**src/rtl/gray_tracker.sv**
```systemverilog
// Gray-coded position tracker: converts samples to binary, classifies moves, and accumulates
// position. Define GRAY_TRACK_LAP_EN to add the Laps port and its lap counter.
module gray_tracker #(
  parameter int unsigned WIDTH     = 3,
  parameter int unsigned POS_WIDTH = 8
) (
  input  logic                 Clk,
  input  logic                 Reset,
  input  logic                 En,
  input  logic [WIDTH-1:0]     Gray,
  input  logic                 Clear,
  output logic [WIDTH-1:0]     Binary,
  output logic [POS_WIDTH-1:0] Position,
  output logic                 Dir,
  output logic                 Step,
`ifdef GRAY_TRACK_LAP_EN
  output logic [7:0]           Laps,
`endif
  output logic                 Error
);

  typedef enum logic [1:0] {StIdle, StTrack, StFault} state_e;

  state_e               state_q, state_d;
  logic [WIDTH-1:0]     prev_q, prev_d;
  logic [WIDTH-1:0]     binary_q, binary_d;
  logic [POS_WIDTH-1:0] position_q, position_d;
  logic                 dir_q, dir_d;
  logic                 step_q, step_d;
  logic [WIDTH-1:0]     bin;
  logic [WIDTH-1:0]     diff;
  logic                 is_fwd, is_bwd;
`ifdef GRAY_TRACK_LAP_EN
  logic [7:0]           laps_q, laps_d;
`endif

  // Each binary bit is the XOR of all Gray bits at or above it.
  for (genvar i = 0; i < WIDTH; i++) begin : g_conv
    assign bin[i] = ^(Gray >> i);
  end

  assign diff   = bin - prev_q;
  assign is_fwd = (diff == WIDTH'(1));
  assign is_bwd = (diff == {WIDTH{1'b1}});

  always_ff @(posedge Clk) begin
    if (Reset) begin
      state_q    <= StIdle;
      prev_q     <= '0;
      binary_q   <= '0;
      position_q <= '0;
      dir_q      <= 1'b0;
      step_q     <= 1'b0;
`ifdef GRAY_TRACK_LAP_EN
      laps_q     <= '0;
`endif
    end else begin
      state_q    <= state_d;
      prev_q     <= prev_d;
      binary_q   <= binary_d;
      position_q <= position_d;
      dir_q      <= dir_d;
      step_q     <= step_d;
`ifdef GRAY_TRACK_LAP_EN
      laps_q     <= laps_d;
`endif
    end
  end

  always_comb begin
    state_d    = state_q;
    prev_d     = prev_q;
    binary_d   = binary_q;
    position_d = position_q;
    dir_d      = dir_q;
    step_d     = 1'b0;
`ifdef GRAY_TRACK_LAP_EN
    laps_d     = laps_q;
`endif
    unique case (state_q)
      StIdle: begin
        if (En) begin
          prev_d   = bin;
          binary_d = bin;
          state_d  = StTrack;
        end
      end
      StTrack: begin
        if (En) begin
          binary_d = bin;
          if (is_fwd) begin
            position_d = position_q + POS_WIDTH'(1);
            dir_d      = 1'b1;
            step_d     = 1'b1;
            prev_d     = bin;
`ifdef GRAY_TRACK_LAP_EN
            if (prev_q == {WIDTH{1'b1}} && bin == '0) laps_d = laps_q + 8'd1;
`endif
          end else if (is_bwd) begin
            position_d = position_q - POS_WIDTH'(1);
            dir_d      = 1'b0;
            step_d     = 1'b1;
            prev_d     = bin;
`ifdef GRAY_TRACK_LAP_EN
            if (prev_q == '0 && bin == {WIDTH{1'b1}}) laps_d = laps_q - 8'd1;
`endif
          end else if (diff != '0) begin
            state_d = StFault;
          end
        end
      end
      StFault: begin
        // Clear wins over a simultaneous sample; that sample is dropped.
        if (Clear) begin
          state_d = StIdle;
        end else if (En) begin
          binary_d = bin;
        end
      end
      default: state_d = StIdle;
    endcase
  end

  always_comb begin
    Binary   = binary_q;
    Position = position_q;
    Dir      = dir_q;
    Step     = step_q;
    Error    = (state_q == StFault);
`ifdef GRAY_TRACK_LAP_EN
    Laps     = laps_q;
`endif
  end

endmodule
```
**config.mk**
```make
export PLATFORM = sky130hd
export DESIGN_NAME = gray_tracker
export DESIGN_NICKNAME = d
export VERILOG_FILES = /design/src/rtl/gray_tracker.sv
export SDC_FILE = /design/constraint.sdc
export NUM_CORES = 1
export LEC_CHECK = 0
export ABC_AREA = 1
export CAP_MARGIN = 10
export CORE_ASPECT_RATIO = 1.75
export CORE_UTILIZATION = 25
export DETAILED_ROUTE_END_ITERATION = 10
export PLACE_DENSITY = 0.55
export SLEW_MARGIN = 30
export SYNTH_ARGS = -nofsm -noshare
export SYNTH_HDL_FRONTEND = slang
export SYNTH_SLANG_ARGS = --single-unit
```
**constraint.sdc**
```tcl
create_clock -name Clk -period 3.6 [get_ports Clk]
set_clock_uncertainty 0.1 [all_clocks]
set_input_delay 0.72 -clock Clk [delete_from_list [all_inputs] [get_ports Clk]]
set_output_delay 0.72 -clock Clk [all_outputs]
set_load 0.05 [all_outputs]
```
-- After elaboration in Yosys (flattened, before gate mapping)
Index checks and enable logic that the tools add are counted.
- output and inout port bits: 14
- register bits after elaboration: 18
- word-level logic and storage cells: 58
- add/subtract/negate cells: 3
- reductions and logical operators: 14
- bitwise gates (word level): 2
- multiplexer cells: 21
- equality and inequality tests: 12
- operators by type and width (operator ; count):
    2-to-1 mux 3 bit ; 6
    2-to-1 mux 8 bit ; 2
    != test 2 bit, second input constant ; 7
    2-to-1 mux 2 bit ; 6
    case mux 3 bit (2 select lines) ; 2
    parity 3 bit ; 3
    adder 8 x 1 -> 8 bit, second input constant ; 1
    subtractor 8 x 1 -> 8 bit, second input constant ; 1
    case mux 2 bit (3 select lines) ; 1
    AND reduction 6 bit ; 1
    nonzero test 2 bit ; 3
    2-to-1 mux 1 bit ; 4
    AND reduction 4 bit ; 1
    == test 3 x 1 -> 1 bit, second input constant ; 1
    == test 3 bit, second input constant ; 1
    != test 3 bit, second input constant ; 1
    AND reduction 3 bit ; 1
    nonzero test 3 bit ; 1
    OR reduction 3 bit ; 1
    subtractor 3 bit ; 1
    == test 2 x 1 -> 1 bit, second input constant ; 1
    == test 2 bit, second input constant ; 1
    zero test 2 bit ; 1
    inverter 1 bit ; 2
    other kinds (2) ; 2

-- Longest topological paths before layout
Gate-level depths: netlist (run 1).
- word-level depth: 8
- depth in mapped cells: 23
- gate-level depth less buffers: 23

-- Worst setup path after synthesis (run 1)
OpenSTA, ideal clock, no wires.
- kind: input to register
- start: input Gray[2]
- end: register position_q[4], in the netlist Position[4]
- path buffers: 0
- library setup time: 0.113 ns
- path slack: 0.132 ns
- arrival: 3.255 ns
- stages: 16
- required time: 3.387 ns
- cells stage by stage: or2_2 -> nand2_1 -> xor2_1 -> ha_1 -> inv_1 -> fa_1 -> nor2_2 -> nand3_4 -> ha_1 -> inv_1 -> o21ai_0 -> inv_1 -> nand2_1 -> xnor2_1 -> o21ai_1 -> inv_1
- word-level cells in the longest chain between the ends: 5
- RTL lines (item ; RTL line ; source):
    start, declared ; 10 ; input logic [WIDTH-1:0] Gray,
    parity 3 bit ; 39 ; assign bin[i] = ^(Gray >> i);
    subtractor 3 bit (*) ; 42 ; assign diff = bin - prev_q;
    == test 3 x 1 -> 1 bit / == test 3 bit (equally long branches) ; 43, 44 ;
    nonzero test 2 bit (no line) ; n/a ;
    AND reduction 3 bit (no line) ; n/a ;
    end signal, assigned ; 61 ; position_q <= position_d;
    end, declared ; 27 ; logic [POS_WIDTH-1:0] position_q, position_d;
Every way passes the cells marked *; elsewhere a longest branch is shown, timed or not.
A chain may end at the register's enable or synchronous reset.

-- Final worst setup path (run 1)
- start: input Gray[0]
- end: register position_q[4], in the netlist Position[4]
- word-level cells in the longest chain between the ends: 5
- RTL lines (item ; RTL line):
    parity 3 bit (*) ; 39
    subtractor 3 bit (*) ; 42
    == test 3 x 1 -> 1 bit / == test 3 bit (equally long branches) ; 43, 44
    nonzero test 2 bit (no line) ; n/a
    AND reduction 3 bit (no line) ; n/a
Marked as above.

==> impl_metrics.env, run 1 <==
export IMPL_dp_hpwl_mm=2.33
export IMPL_ys_ff_latch=18
export IMPL_synthMuxAreaShare=0
export IMPL_via_count=1271
export IMPL_rsz0062_at_grt="false"
export IMPL_io_pins=21
export IMPL_final_antenna_net_count=0
export IMPL_start_kind="input pin"
export IMPL_drt_iter0_drc=28
export IMPL_async_reset_ff_frac=0
export IMPL_final_max_slew_viol_count=0
export IMPL_route_met3_wl_um=45
export IMPL_final_nets=242
export IMPL_numCtsBuffers=3
export IMPL_critical_path_top_delay_family="buffers and inverters"
export IMPL_clk_path_buf_depth=2
export IMPL_synth_top_family_by_area="simple AND/OR/NAND/NOR gates"
export IMPL_path_class="input pin to register"
export IMPL_setup_tns_ps=0
export IMPL_postLayoutSetupSlackWorst_ps=293
export IMPL_fin_crit_ps=3310
export IMPL_top_layer_used="met4"
export IMPL_fin_crit_sh=0.919
export IMPL_path_max_fanout=7
export IMPL_critical_path_max_stage_delay_ps=510
export IMPL_slew_limit_headroom=0.668
export IMPL_avgSynthCellArea_sq_um=6.62
export IMPL_gp_congestion=0.867
export IMPL_grt_pass1_wl_mm=5.04
export IMPL_initial_core_util=0.264
export IMPL_synth_area_leaders="dfxtp_1 (31%), nand2_1 (12%), inv_1 (9.6%)"
export IMPL_cap_violations=0
export IMPL_reg2reg_slack_ps=1130
export IMPL_drive_gt1_frac=0.285
export IMPL_tightestPinTransition_ps=497
export IMPL_yosys_area_share_adder=0.0704
export IMPL_synth_cell_area_sq_um=1170
export IMPL_core_sq_um=4440
export IMPL_die_x_um=53.8
export IMPL_final_area_sq_um=1820
export IMPL_crit_buf_inv=6
export IMPL_drc=0
export IMPL_cts_tree="yes"
export IMPL_cp_required_ps=3660
export IMPL_ys_seq_area_frac=0.307
export IMPL_num_rows=32
export IMPL_viasPerCell=4.56
export IMPL_first_pass_iters=4
export IMPL_instances_no_fill=279
export IMPL_synth_top_flop_cell="dfxtp_1"
export IMPL_synth_edf_count=0
export IMPL_utilization=0.410
export IMPL_grt_pass1_vias=1196
export IMPL_port_buffers=20
export IMPL_synth_top_area_cell="dfxtp_1"
export IMPL_leakage_nw=0.891
export IMPL_netlist_area_leader_share=0.307
export IMPL_routed_wl_mm=3.07
export IMPL_synth_common_cells="nand2_1 (36), inv_1 (30), dfxtp_1 (18), nor2_1 (17), o21ai_0 (17)"
export IMPL_overflow=0
export IMPL_wl_met2_mm=1.88
export IMPL_outcome="finished clean"
export IMPL_track_usage=0.138
export IMPL_critPathArrivalTime_ps=3360
export IMPL_synth_xor_area_frac=0.0299
export IMPL_placed_area_sq_um=1590
export IMPL_synth_most_common_cell="nand2_1"
export IMPL_powerDensity_nw_per_um2=436
export IMPL_hold_viol=0
export IMPL_dpl_worst_slack_ps=-406
export IMPL_synth_compound_area_frac=0.171
export IMPL_cts_sinks=18
export IMPL_syn_nets=190
export IMPL_fill_cells=463
export IMPL_syn_instance_count=177
export IMPL_worstPathCellList="clkdlybuf4s50_1, xor2_2, ha_2, inv_1, fa_2, inv_2, nand2_2, nand2_1, nand2_2, nand3_4, nand2_2, nand2_1, inv_1, ha_1, inv_1, nand2_2, nand2_1, nand2_1, xnor2_1, o21ai_1, inv_1"
export IMPL_min_path_type="register to register"
export IMPL_antenna_cells=0
export IMPL_grt_max_degree=14
export IMPL_whs_ps=405
export IMPL_fmax_mhz=302
export IMPL_area_growth_pct=55.4
export IMPL_total_power_mw=0.794
export IMPL_die_h_um=92.6
export IMPL_root_buffer="clkbuf_8"
export IMPL_crit_path_end_kind="register"
export IMPL_htreeDepth=1
export IMPL_dieArea_sq_um=4980
export IMPL_antenna_found_initial=0
export IMPL_setup_viol=0
export IMPL_yosys_cell_types_count=26
export IMPL_clkLatencyLatePin_ps=260
export IMPL_cpMaxStageDelayCell="clkdlybuf4s50_1"
export IMPL_synth_warnings=0
export IMPL_wire_per_inst_um=11.0
export IMPL_irDropWorstVdd_uv=223
export IMPL_synth_simple_gate_area_frac=0.313
export IMPL_clkTransAtPathRegs_ps=80
export IMPL_met1Wirelength_mm=1.11
export IMPL_dp_cells=268
repair_timing:
action,in CTS,in global routing
setup buffers,4,3
hold buffers,0,0
setup endpoints to repair,3,12
pin swaps,2,19
gates resized for setup,5,26
hold endpoints to repair,0,0
sequential cells by signal, indices dropped and copies added, names as in the netlist:
signal,cells
Position,8
Binary,3
prev_q,3
state_q,2
Dir,1
Step,1
final cells by class:
type	instances	area (sq um)	share of cell area
Multi-Input combinational cell	126	796	0.437
Tap cell	51	63.8	0.0350
Clock buffer	4	55.1	0.0302
Sequential cell	18	360	0.198
Timing Repair Buffer	49	430	0.236
Inverter	31	116	0.0639
path summary, 6_finish.rpt:
path                    from     endpoint  depth (start not counted)
setup / recovery     Gray[0]  Position[4]                         21
hold reg to reg   state_q[1]   state_q[1]                          2
hold / removal    state_q[1]   state_q[1]                          2
setup reg to reg   prev_q[0]  Position[4]                         19
power by group:
group,switching (mW),internal (mW)
registers,0.0155,0.217
logic,0.213,0.179
clock network,0.0736,0.0972
total,0.302,0.492
kinds of logic (layout without fill, tap and decap cells):
family	Yosys count	in the layout
AOI/OAI and AO/OA	36	36
and+or+nand+nor	80	80
xor gates and xnor gates	4	4
adders and majority gates	6	6
DFF	18	18
buffers and inverters	33	84
worst reg2reg max path: stages (launching register included):
cell	delay [ps]
dfxtp_1	340
ha_2	160
inv_1	50
fa_2	390
inv_2	80
nand2_2	60
nand2_1	80
nand2_2	60
nand3_4	150
nand2_2	90
nand2_1	60
inv_1	40
ha_1	160
inv_1	60
nand2_2	70
nand2_1	70
nand2_1	60
xnor2_1	130
o21ai_1	130
inv_1	50
cell usage in the layout, fill, tap and decap left out, types with 2 or more instances in the layout:
cell type        count
clkdlybuf4s50_1     18
dlymetal6s2s_1       2
nand2_1             29
buf_6                2
a21oi_1             15
nor2_1              16
buf_4               27
o21ai_0             15
clkbuf_8             4
nor2_4               2
nand3_1             10
nand2_2             11
inv_1               29
inv_2                2
ha_4                 3
dfxtp_1             18
xnor2_1              2
nand3_2              5
o21ai_1              2
layer usage:
layer  track usage  vias up
li1              -      664
met2         0.256       11
met5             0        -
met4        0.0592        0
met1         0.144      594
met3        0.0148        2
Note: power is estimated with default switching activity, not from simulation.
==> run 2: changes to the inputs <==
--- a/config.mk
+++ b/config.mk
@@ -15,3 +15,4 @@
 export SYNTH_ARGS = -nofsm -noshare
 export SYNTH_HDL_FRONTEND = slang
 export SYNTH_SLANG_ARGS = --single-unit
+export TNS_END_PERCENT = 50
==> constraint.sdc (replaced) <==
create_clock -name Clk -period 3.6 [get_ports Clk]
set_clock_uncertainty 0.1 [all_clocks]
set_input_delay 0.72 -clock Clk [delete_from_list [all_inputs] [get_ports Clk]]
set_output_delay 0.72 -clock Clk [all_outputs]
set_load 0.005 [all_outputs]
==> results of run 2 <==
The final DEF is identical to that of run 1. Status: finished clean.
Among the figures that moved: total power 0.794 mW -> 0.756 mW; worst IR drop on VDD 223 uV -> 218 uV
